$ cat config.mk
export PLATFORM = sky130hd
export DESIGN_NAME = mem_stage_flat
export DESIGN_NICKNAME = d
export VERILOG_FILES = /design/src/rtl/mem_stage_if.sv /design/src/rtl/mem_stage.sv /design/src/flat_wrapper.sv
export SDC_FILE = /design/constraint.sdc
export NUM_CORES = 1
export LEC_CHECK = 0
export CAP_MARGIN = 20
export CORE_ASPECT_RATIO = 0.75
export CORE_MARGIN = 3
export CORE_UTILIZATION = 28
export DETAILED_ROUTE_END_ITERATION = 8
export MAX_ROUTING_LAYER = met4
export PLACE_DENSITY = 0.67
export SYNTH_ARGS = -nofsm -noshare
export SYNTH_HDL_FRONTEND = slang
export SYNTH_SLANG_ARGS = --single-unit
export TNS_END_PERCENT = 20
$ cat constraint.sdc
create_clock -name clk -period 2.3 [get_ports clk]
set_clock_uncertainty 0.2 [all_clocks]
set_input_delay 0.46 -clock clk [delete_from_list [all_inputs] [get_ports clk]]
set_output_delay 0.46 -clock clk [all_outputs]
set_load 0.05 [all_outputs]
$ cat src/rtl/mem_stage_if.sv
// ---------------------------------------------------------------------------
// mem_stage_if -- data-memory bus between the MEM pipeline stage and memory.
//
// Handshake: the master raises dmem_req and keeps it high, with stable
// dmem_addr / dmem_we / dmem_wdata, until the slave answers with a
// single-cycle dmem_ack pulse. dmem_rdata is meaningful only in the cycle
// where dmem_ack=1. While dmem_req=0 the master drives addr/we/wdata to 0.
//
// Signals:
//   dmem_req   master->slave  request strobe
//   dmem_we    master->slave  write strobe (store), qualified by dmem_req
//   dmem_addr  master->slave  16-bit word address
//   dmem_wdata master->slave  16-bit store data
//   dmem_rdata slave->master  16-bit load data
//   dmem_ack   slave->master  transfer-complete pulse
// ---------------------------------------------------------------------------
interface mem_stage_if;
  logic        dmem_req;
  logic        dmem_we;
  logic [15:0] dmem_addr;
  logic [15:0] dmem_wdata;
  logic [15:0] dmem_rdata;
  logic        dmem_ack;

  modport master (
    output dmem_req, dmem_we, dmem_addr, dmem_wdata,
    input  dmem_rdata, dmem_ack
  );

  modport slave (
    input  dmem_req, dmem_we, dmem_addr, dmem_wdata,
    output dmem_rdata, dmem_ack
  );
endinterface

$ cat src/rtl/mem_stage.sv
// ---------------------------------------------------------------------------
// mem_stage -- MEM pipeline stage with a request/ack data-memory port.
//
// Ports:
//   clk             rising-edge clock
//   rst             synchronous active-high reset
//   enable          hazard freeze; 1 holds the MEM/WB register
//   pipline_reg_in  [37:0] EX/MEM register
//                   [37:22] ALU result/address, [21] mem_write,
//                   [20:5] store data, [4] reg_write, [3:1] dest, [0] load
//   pipline_reg_out [36:0] MEM/WB register
//                   [36:21] load data, [20:5] ALU result, [4:0] ctrl/dest
//   Mem_data        forwarding value (ALU result) to EX
//   mem_op_dest     destination index when reg_write=1, else 0
//   mem_stall       stall request to the hazard unit
//   o_dbg_state     current FSM state (IDLE=0, WAIT=1, DONE=2)
//   dmem            data-memory bus (master side)
//
// A memory access raises the request in IDLE, holds it in WAIT until the
// ack, and writes the result into the MEM/WB register on the ack edge. If
// the pipeline is frozen when the ack arrives, the read data is parked in a
// hold register and the FSM waits in DONE for the freeze to lift, so the
// access is never issued twice.
// ---------------------------------------------------------------------------
module mem_stage (
  input  logic               clk,
  input  logic               rst,
  input  logic               enable,
  input  logic [37:0]        pipline_reg_in,
  output logic [36:0]        pipline_reg_out,
  output logic [15:0]        Mem_data,
  output logic [2:0]         mem_op_dest,
  output logic               mem_stall,
  output logic [1:0]         o_dbg_state,
  mem_stage_if.master        dmem
);

  typedef enum logic [1:0] {
    S_IDLE = 2'd0,
    S_WAIT = 2'd1,
    S_DONE = 2'd2
  } state_t;

  state_t      r_state;
  logic [36:0] r_out;
  logic [15:0] r_hold;

  logic        w_store;
  logic        w_load;
  logic        w_access;
  logic        w_req;
  logic        w_update;
  logic [15:0] w_load_data;

  // mem_write wins when both mem_write and load are set.
  assign w_store  = pipline_reg_in[21];
  assign w_load   = pipline_reg_in[0] & ~pipline_reg_in[21];
  assign w_access = pipline_reg_in[21] | pipline_reg_in[0];

  // Request and stall are forced low during reset so an in-flight access
  // is abandoned immediately.
  assign w_req     = ~rst & (((r_state == S_IDLE) & w_access) | (r_state == S_WAIT));
  assign mem_stall = ~rst & (((r_state == S_IDLE) & w_access) |
                             ((r_state == S_WAIT) & ~dmem.dmem_ack));

  assign dmem.dmem_req   = w_req;
  assign dmem.dmem_we    = w_req & w_store;
  assign dmem.dmem_addr  = w_req ? pipline_reg_in[37:22] : 16'h0000;
  assign dmem.dmem_wdata = w_req ? pipline_reg_in[20:5]  : 16'h0000;

  assign Mem_data    = pipline_reg_in[37:22];
  assign mem_op_dest = pipline_reg_in[4] ? pipline_reg_in[3:1] : 3'b000;

  assign w_update = ~enable & ~mem_stall;

  // Load-data field of the MEM/WB register: live read data on the ack
  // cycle, parked data when leaving DONE, zero for everything else.
  always_comb begin
    w_load_data = 16'h0000;
    case (r_state)
      S_WAIT:  if (w_load) w_load_data = dmem.dmem_rdata;
      S_DONE:  if (w_load) w_load_data = r_hold;
      default: w_load_data = 16'h0000;
    endcase
  end

  always_ff @(posedge clk) begin
    if (rst) begin
      r_state <= S_IDLE;
      r_out   <= 37'd0;
      r_hold  <= 16'h0000;
    end else begin
      if (w_update) begin
        r_out <= {w_load_data, pipline_reg_in[37:22], pipline_reg_in[4:0]};
      end
      case (r_state)
        S_IDLE: begin
          if (w_access) r_state <= S_WAIT;
        end
        S_WAIT: begin
          if (dmem.dmem_ack) begin
            if (enable) begin
              r_hold  <= dmem.dmem_rdata;
              r_state <= S_DONE;
            end else begin
              r_state <= S_IDLE;
            end
          end
        end
        S_DONE: begin
          if (!enable) r_state <= S_IDLE;
        end
        default: r_state <= S_IDLE;
      endcase
    end
  end

  assign pipline_reg_out = r_out;
  assign o_dbg_state     = r_state;

endmodule

$ cat src/flat_wrapper.sv
// flat-port wrapper written by rule: the top's interface ports become plain ports
module mem_stage_flat 
  (clk, rst, enable, pipline_reg_in, pipline_reg_out, Mem_data, mem_op_dest, mem_stall, o_dbg_state, dmem_dmem_req, dmem_dmem_we, dmem_dmem_addr, dmem_dmem_wdata, dmem_dmem_rdata, dmem_dmem_ack);
  mem_stage_if dmem_i ();
  input  logic clk;
  input  logic rst;
  input  logic enable;
  input  logic [37:0] pipline_reg_in;
  output logic [36:0] pipline_reg_out;
  output logic [15:0] Mem_data;
  output logic [2:0] mem_op_dest;
  output logic mem_stall;
  output logic [1:0] o_dbg_state;
  output wire logic [$bits(dmem_i.dmem_req)-1:0] dmem_dmem_req;
  output wire logic [$bits(dmem_i.dmem_we)-1:0] dmem_dmem_we;
  output wire logic [$bits(dmem_i.dmem_addr)-1:0] dmem_dmem_addr;
  output wire logic [$bits(dmem_i.dmem_wdata)-1:0] dmem_dmem_wdata;
  input wire logic [$bits(dmem_i.dmem_rdata)-1:0] dmem_dmem_rdata;
  input wire logic [$bits(dmem_i.dmem_ack)-1:0] dmem_dmem_ack;
  assign dmem_dmem_req = dmem_i.dmem_req;
  assign dmem_dmem_we = dmem_i.dmem_we;
  assign dmem_dmem_addr = dmem_i.dmem_addr;
  assign dmem_dmem_wdata = dmem_i.dmem_wdata;
  assign dmem_i.dmem_rdata = dmem_dmem_rdata;
  assign dmem_i.dmem_ack = dmem_dmem_ack;
  mem_stage u_core (.clk(clk), .rst(rst), .enable(enable), .pipline_reg_in(pipline_reg_in), .pipline_reg_out(pipline_reg_out), .Mem_data(Mem_data), .mem_op_dest(mem_op_dest), .mem_stall(mem_stall), .o_dbg_state(o_dbg_state), .dmem(dmem_i));
endmodule
==> out/qor.csv, run 1 <==
stage;metric;value;unit
run_status;status;finished, violations left;
clock_tree;root buf cell;clkbuf_16;
cells_and_area;leading cell type in the layout, fill and taps excluded;clkdlybuf4s50_1;
clock_tree;CTS tree;done;
floorplan;Site Rows;30;
sta;fin crit period;2.34;ns
place;HPWL after detailed placement;6.95;mm
route;Final ANT Viol Nets;0;
floorplan;Die Ht;91.6;µm
setup_path;Worst Setup EP;dmem_dmem_addr[3];
sta;Slew HR;0.621;
setup_path;Buf/Inv on CP;4;
synth;syn_nets;363;
grt;GR Layer Usage met2;0.284;
grt;grt total ovfl;0;
place;gp weighted congestion;0.732;
grt;layer with the highest usage;met2;
sta;actual slew at the worst max-slew pin;0.567;ns
flow_run;MaxCap Viol Count;0;
route;final wirelength;9.07;mm
route;Starting DRT DRC Count;85;
cells_and_area;area occupied by registers;1100;µm²
setup_path;R2R depth;7;
setup_path;Critical Path RT;1.64;ns
setup_path;CP max-delay cell;dfxtp_2;
setup_path;critical path, cell by cell;inv_4 > ha_4 > o21ai_4 > a21oi_4 > buf_12 > buf_12 > and2_4 > buf_12;
synth;Ys Warns;0;
cells_and_area;fillcell total;798;
grt;GR Util met3;0.0349;
clock_tree;clock latency at the later pin of the worst-skew pair;0.28;ns
cells_and_area;most frequent cells in the layout;92 x clkdlybuf4s50_1, 59 x buf_12, 53 x dfxtp_1;
floorplan;core area;9270;µm²
setup_path;FF-to-FF Start;u_core.o_dbg_state[1];
setup_path;r2r endpoint;u_core.pipline_reg_out[6];
synth;area leader, netlist;dfxtp_1;
place;dpl ws;-0.151;ns
sta;RSZ-0062 raised after global routing;yes;
grt;vias in the first global route;2795;
floorplan;die area;11000;µm²
setup_path;CP max stage delay;0.34;ns
route;Post-route DRC;0;
synth;Gate Count Post-Synth;301;
floorplan;Die X;120;µm
sta;Final setup violation count;32;
floorplan;Initial Util;0.295;
synth;main area contributors after synthesis;dfxtp_1 40%, nand2b_1 9.6%, and2_1 8.2%;
sta;setup_tns;-0.801;ns
worst_hold_path;Min-Delay Path Class;reg -> reg;
cells_and_area;Final nets;512;
sta;Setup WS post-layout;-0.0388;ns
setup_path;crit path kind;reg -> out;
setup_path;most used cell, CP;buf_12;
synth;Seq cells post-synth;55;
route;via-per-instance ratio;4.51;
grt;first-pass GRT wire length;14.2;mm
power;leakage;2.02;nW
sta;endpoints failing hold;0;
setup_path;Crit Path Max Fanout;15;
cells_and_area;Area growth syn-to-layout;92.7;%
cells_and_area;area of the multi-input gates;1480;µm²
sta;Tcrit/Tclk final;1.02;
worst_hold_path;Min-Delay Startpoint;u_core.r_hold[4];
power;Power Density;610;nW/µm²
setup_path;Top delay family on crit path;buffers and inverters;
clock_tree;Clock Pin Slew Worst Setup and Hold Paths;0.07;ns
clock_tree;CTS H-tree lvls;2;
grt;GRT Overall Usage;0.166;
clock_tree;clk sink count;55;
worst_hold_path;Hold Path Depth;2;
setup_path;CP Launch Point;u_core.o_dbg_state[1];
grt;initial antenna violation count;0;
synth;Mapped Area;2740;µm²
setup_path;CP Launch Type;register;
power;Max rail drop VDD;0.000291;V
floorplan;I/O Pins;151;
route;WL/cell;15.7;µm
cells_and_area;final antenna diode count;0;
synth;Distinct cells, synth;31;
synth;post-synth top area share;0.403;
grt;met1 usage;0.192;
clock_tree;Max clock buf depth;2;
place;I/O Buffers;150;
clock_tree;CTS Buf Count;5;
setup_path;CP endpoint kind;output pin;
cells_and_area;share of cells above drive strength 1;0.313;
synth;syn avg cell area;9.09;µm²
route;router iterations before antenna repair;4;
sta;Final Slew Violations;0;
grt;largest net degree at the start of global routing;47;
setup_path;Arrival @ worst endpoint;1.68;ns
setup_path;stages on the worst setup path;8;
sta;Max Fclk;428;MHz
run_status;failing checks;negative setup slack;
setup_path;FF-to-FF setup slack;0.42;ns
route;vias;2613;
synth;sequential share of the synthesized area;0.403;
-- stage by stage --
stage | utilization | std cells | cell area (µm²) | hold slack [ns] | total power [W]
after global routing | 0.569 | 579 | 5270 | 0.276 | 0.00335
after CTS | 0.566 | 579 | 5250 | 0.256 | 0.00324
after floorplan | - | 301 | 2780 | 0.236 | 0.00174
final | 0.569 | 579 | 5270 | 0.255 | 0.00322
after global placement | 0.534 | 564 | 4950 | 0.242 | 0.00233
after detailed placement | 0.534 | 564 | 4950 | 0.246 | 0.00235
-- sequential cells by signal, indices dropped and copies added (netlist names) --
register / count
u_core.o_dbg_state: 2
u_core.pipline_reg_out: 37
u_core.r_hold: 16
-- routing by layer --
metal | part of all wire | vias to the layer above
li1 | - | 1300
met1 | 0.40 | 1222
met2 | 0.53 | 79
met3 | 0.049 | 12
met4 | 0.023 | 0
met5 | 0 | -
-- Yosys cell counts, drive strengths merged --
| cell | count |
|---|---|
| o211ai | 1 |
| buf | 28 |
| nor4 | 1 |
| nand2b | 43 |
| inv | 5 |
| nand4 | 1 |
| clkbuf | 11 |
| dfxtp | 55 |
| or3b | 1 |
| a31o | 1 |
| o21ai | 2 |
| mux2i | 21 |
| and3 | 2 |
| nand2 | 33 |
| a21oi | 19 |
| nand3 | 2 |
| and2 | 36 |
| a22oi | 16 |
| nand3b | 1 |
| o2bb2ai | 16 |
| a31oi | 1 |
| a311o | 1 |
| ha | 4 |
-- final cells by class --
| type | instances | share of cell area |
|---|---|---|
| repair buffers | 181 | 0.446 |
| multi-input cells | 202 | 0.281 |
| well taps | 128 | 0.0304 |
| inverters | 5 | 0.00404 |
| clock buffers | 8 | 0.0297 |
| flip-flops and latches | 55 | 0.209 |
-- what timing repair did --
action,4_1_cts,5_1_grt
gates resized for setup,31,15
hold endpoints to repair,0,0
hold buffers,0,0
setup endpoints to repair,35,34
gates cloned,1,0
setup buffers,6,0
pin swaps,3,17
-- kinds of logic (layout without fill, tap and decap cells) --
family | count (synthesis) | count (layout) | share of synthesized area
muxes | 21 | 21 | 0.0769
DFF | 55 | 55 | 0.403
adders and majority gates | 4 | 4 | 0.0183
buffers and inverters | 44 | 194 | 0.0993
and+or+nand+nor | 120 | 120 | 0.249
AOI/OAI and AO/OA | 57 | 57 | 0.154
-- worst reg2reg max path, delay by kind of cell, from the launching register on --
| family | cells | cell delay [ns] |
|---|---|---|
| buf+inv | 3 | 0.42 |
| mux | 1 | 0.20 |
| simple gates | 2 | 0.45 |
| flops | 1 | 0.36 |
| fa+ha+maj | 1 | 0.18 |
-- power breakdown --
part           internal, W  total (W)  switching [W]
sequential        0.000998    0.00102      0.0000259
clock             0.000464   0.000790       0.000325
combinational     0.000677    0.00140       0.000727
total              0.00214    0.00322        0.00108
-- worst min-delay path by stage --
stage,end,slack (ns)
finish,u_core.r_hold[4],0.25
CTS,u_core.r_hold[4],0.26
global placement,u_core.r_hold[8],0.24
detailed placement,u_core.r_hold[4],0.25
global route,u_core.r_hold[8],0.28
floorplan,u_core.r_hold[4],0.24
No activity file was read; power rests on OpenSTA's default activity.
==> run 2, diff against run 1 <==
SETUP_SLACK_MARGIN = 0.2   (was default)
==> run 2 against run 1 <==
  * The run still ends with negative setup slack left
  * Final area is 0.66% lower
  * Setup slack worse by 0.050 ns
  * Final cell count is 0.69% lower
  * Wire length is 0.35% lower
  * Critical path depth stayed put
  * Maximum frequency is 2.1% lower
  * Count of clock-buffer cells in the layout is 3 lower
  * Non-clock buffer count is 4 lower
  * Sequential power hardly changed
  * Worst hold slack better by 0.0059 ns
  * Flip-flop and latch count stayed put
  * Via count is 2.3% higher
  * Critical path type unchanged
  * Largest cell class unchanged
==> out/qor.csv, run 2 (synthesis gave the netlist of run 1 again) <==
stage;metric;value;unit
cells_and_area;Final nets;508;
setup_path;Crit Path Max Fanout;8;
clock_tree;Clock Pin Slew Worst Setup and Hold Paths;0.08;ns
setup_path;CP max-delay cell;dfxtp_4;
flow_run;MaxCap Viol Count;0;
cells_and_area;final antenna diode count;0;
setup_path;Critical Path RT;1.64;ns
clock_tree;CTS Buf Count;5;
grt;layer with the highest usage;met2;
floorplan;Site Rows;30;
setup_path;FF-to-FF Start;u_core.o_dbg_state[1];
power;leakage;2.21;nW
setup_path;stages on the worst setup path;8;
route;router iterations before antenna repair;6;
grt;GR Util met3;0.0311;
sta;RSZ-0062 raised after global routing;yes;
grt;met1 usage;0.210;
place;Cells after DPL;557;
cells_and_area;leading cell type in the layout, fill and taps excluded;buf_12;
power;Power Density;616;nW/µm²
setup_path;CP Launch Type;register;
sta;Final Slew Violations;0;
sta;Tcrit/Tclk final;1.04;
cells_and_area;Area growth syn-to-layout;91.4;%
setup_path;crit path kind;reg -> out;
grt;GR Layer Usage met2;0.286;
cells_and_area;most frequent cells in the layout;58 x buf_12, 55 x clkdlybuf4s50_1, 53 x dfxtp_1;
grt;initial antenna violation count;0;
sta;setup_tns;-1.20;ns
run_status;failing checks;negative setup slack;
place;I/O Buffers;150;
route;vias;2673;
place;HPWL after detailed placement;6.76;mm
route;Starting DRT DRC Count;76;
place;Post-Place Cell Area;4950;µm²
floorplan;core area;9270;µm²
sta;Slew HR;0.646;
route;via-per-instance ratio;4.65;
clock_tree;CTS tree;done;
sta;Max Fclk;419;MHz
route;Final ANT Viol Nets;0;
cells_and_area;Largest register FFs;37;
route;WL/cell;15.7;µm
setup_path;Worst Setup EP;dmem_dmem_addr[7];
clock_tree;clock latency at the later pin of the worst-skew pair;0.29;ns
worst_hold_path;Min-Delay Path Class;reg -> reg;
cells_and_area;share of cells above drive strength 1;0.309;
sta;actual slew at the worst max-slew pin;0.533;ns
floorplan;Initial Util;0.295;
cells_and_area;Non-Filler Instances;575;
grt;grt total ovfl;0;
floorplan;Die Ht;91.6;µm
run_status;status;finished, violations left;
place;dpl ws;-0.214;ns
floorplan;die area;11000;µm²
sta;fin crit period;2.39;ns
clock_tree;CTS Hold Bufs;0;
setup_path;CP Launch Point;u_core.o_dbg_state[0];
clock_tree;root buf cell;clkbuf_16;
grt;first-pass GRT wire length;14.5;mm
setup_path;r2r endpoint;u_core.pipline_reg_out[10];
route;final wirelength;9.04;mm
place;gp weighted congestion;0.775;
cells_and_area;cell area after layout;5240;µm²
sta;Setup WS post-layout;-0.0886;ns
grt;GRT Overall Usage;0.168;
setup_path;CP max stage delay;0.37;ns
setup_path;Top delay family on crit path;buffers and inverters;
grt;vias in the first global route;2802;
setup_path;Buf/Inv on CP;4;
clock_tree;Max clock buf depth;2;
setup_path;R2R depth;8;
floorplan;Die X;120;µm
setup_path;CP endpoint kind;output pin;
clock_tree;CTS H-tree lvls;2;
route;Post-route DRC;0;
setup_path;FF-to-FF setup slack;0.41;ns
sta;Final setup violation count;17;
setup_path;Arrival @ worst endpoint;1.73;ns
floorplan;I/O Pins;151;
power;Max rail drop VDD;0.000332;V
sta;endpoints failing hold;0;
setup_path;critical path, cell by cell;inv_4 > ha_4 > o21ai_4 > a21oi_4 > buf_12 > clkbuf_16 > and2_4 > buf_12;
setup_path;most used cell, CP;buf_12;
grt;largest net degree at the start of global routing;43;
clock_tree;clk sink count;55;
run 2: cell count changes in the layout (fill, tap and decap cells not counted), moves of 3 or more:
| cell | before | now |
|---|---|---|
| inv_6 | 0 | 3 |
| clkdlybuf4s50_1 | 92 | 55 |
| dlygate4sd2_1 | 2 | 35 |
| dlymetal6s2s_1 | 0 | 3 |
run 2: worst register-to-register path, delay by kind of cell, from the launching register on:
family | cells | cell delay (ns)
multiplexers | 1 | 0.22
flip-flops | 1 | 0.37
buffers and inverters | 4 | 0.51
AND/OR/NAND/NOR | 2 | 0.36
adder cells (fa/ha/maj) | 1 | 0.15
run 2: worst min-delay path by stage:
stage	from	to	slack, ns	cells past startpoint
after global routing	u_core.r_hold[11]	u_core.r_hold[11]	0.28	2
after CTS	u_core.r_hold[9]	u_core.r_hold[9]	0.26	2
after detailed placement	u_core.pipline_reg_out[35]	u_core.pipline_reg_out[35]	0.25	1
after global placement	u_core.r_hold[7]	u_core.r_hold[7]	0.24	2
final	u_core.pipline_reg_out[35]	u_core.pipline_reg_out[35]	0.26	1
after floorplan	u_core.r_hold[4]	u_core.r_hold[4]	0.24	2
run 2: repair_timing:
| item | CTS | global route |
|---|---|---|
| setup endpoints to repair | 68 | 38 |
| setup buffers | 5 | 3 |
| pin swaps | 11 | 13 |
| resized for setup | 46 | 3 |
| gates cloned | 1 | 1 |
run 2: per-layer routing:
layer / share of wire / up-vias
met4: 0.0080 / 0
li1: - / 1288
met5: 0 / -
met2: 0.51 / 91
met1: 0.43 / 1288
met3: 0.053 / 6
run 2: report_power, final:
part | leakage (nW) | total, W | switching (W) | internal (W)
clock network | 0.0776 | 0.000802 | 0.000380 | 0.000422
logic | 1.69 | 0.00140 | 0.000733 | 0.000667
registers | 0.448 | 0.00102 | 0.0000257 | 0.000997
run 2: per-stage QoR:
stage	utilization	power, W	hold slack, ns
CTS	0.559	0.00323	0.261
global placement	0.534	0.00236	0.242
finish	0.565	0.00322	0.261
detailed placement	0.534	0.00237	0.249
floorplan	-	0.00179	0.236
global route	0.565	0.00336	0.281
run 2: area by class of cell:
class,instances,area [µm²]
Tap cell,128,160
Multi-Input combinational cell,202,1500
Sequential cell,55,1110
Clock inverter,3,33.8
Fill cell,842,4040
Inverter,5,26.3
Clock buffer,5,125
Timing Repair Buffer,177,2290
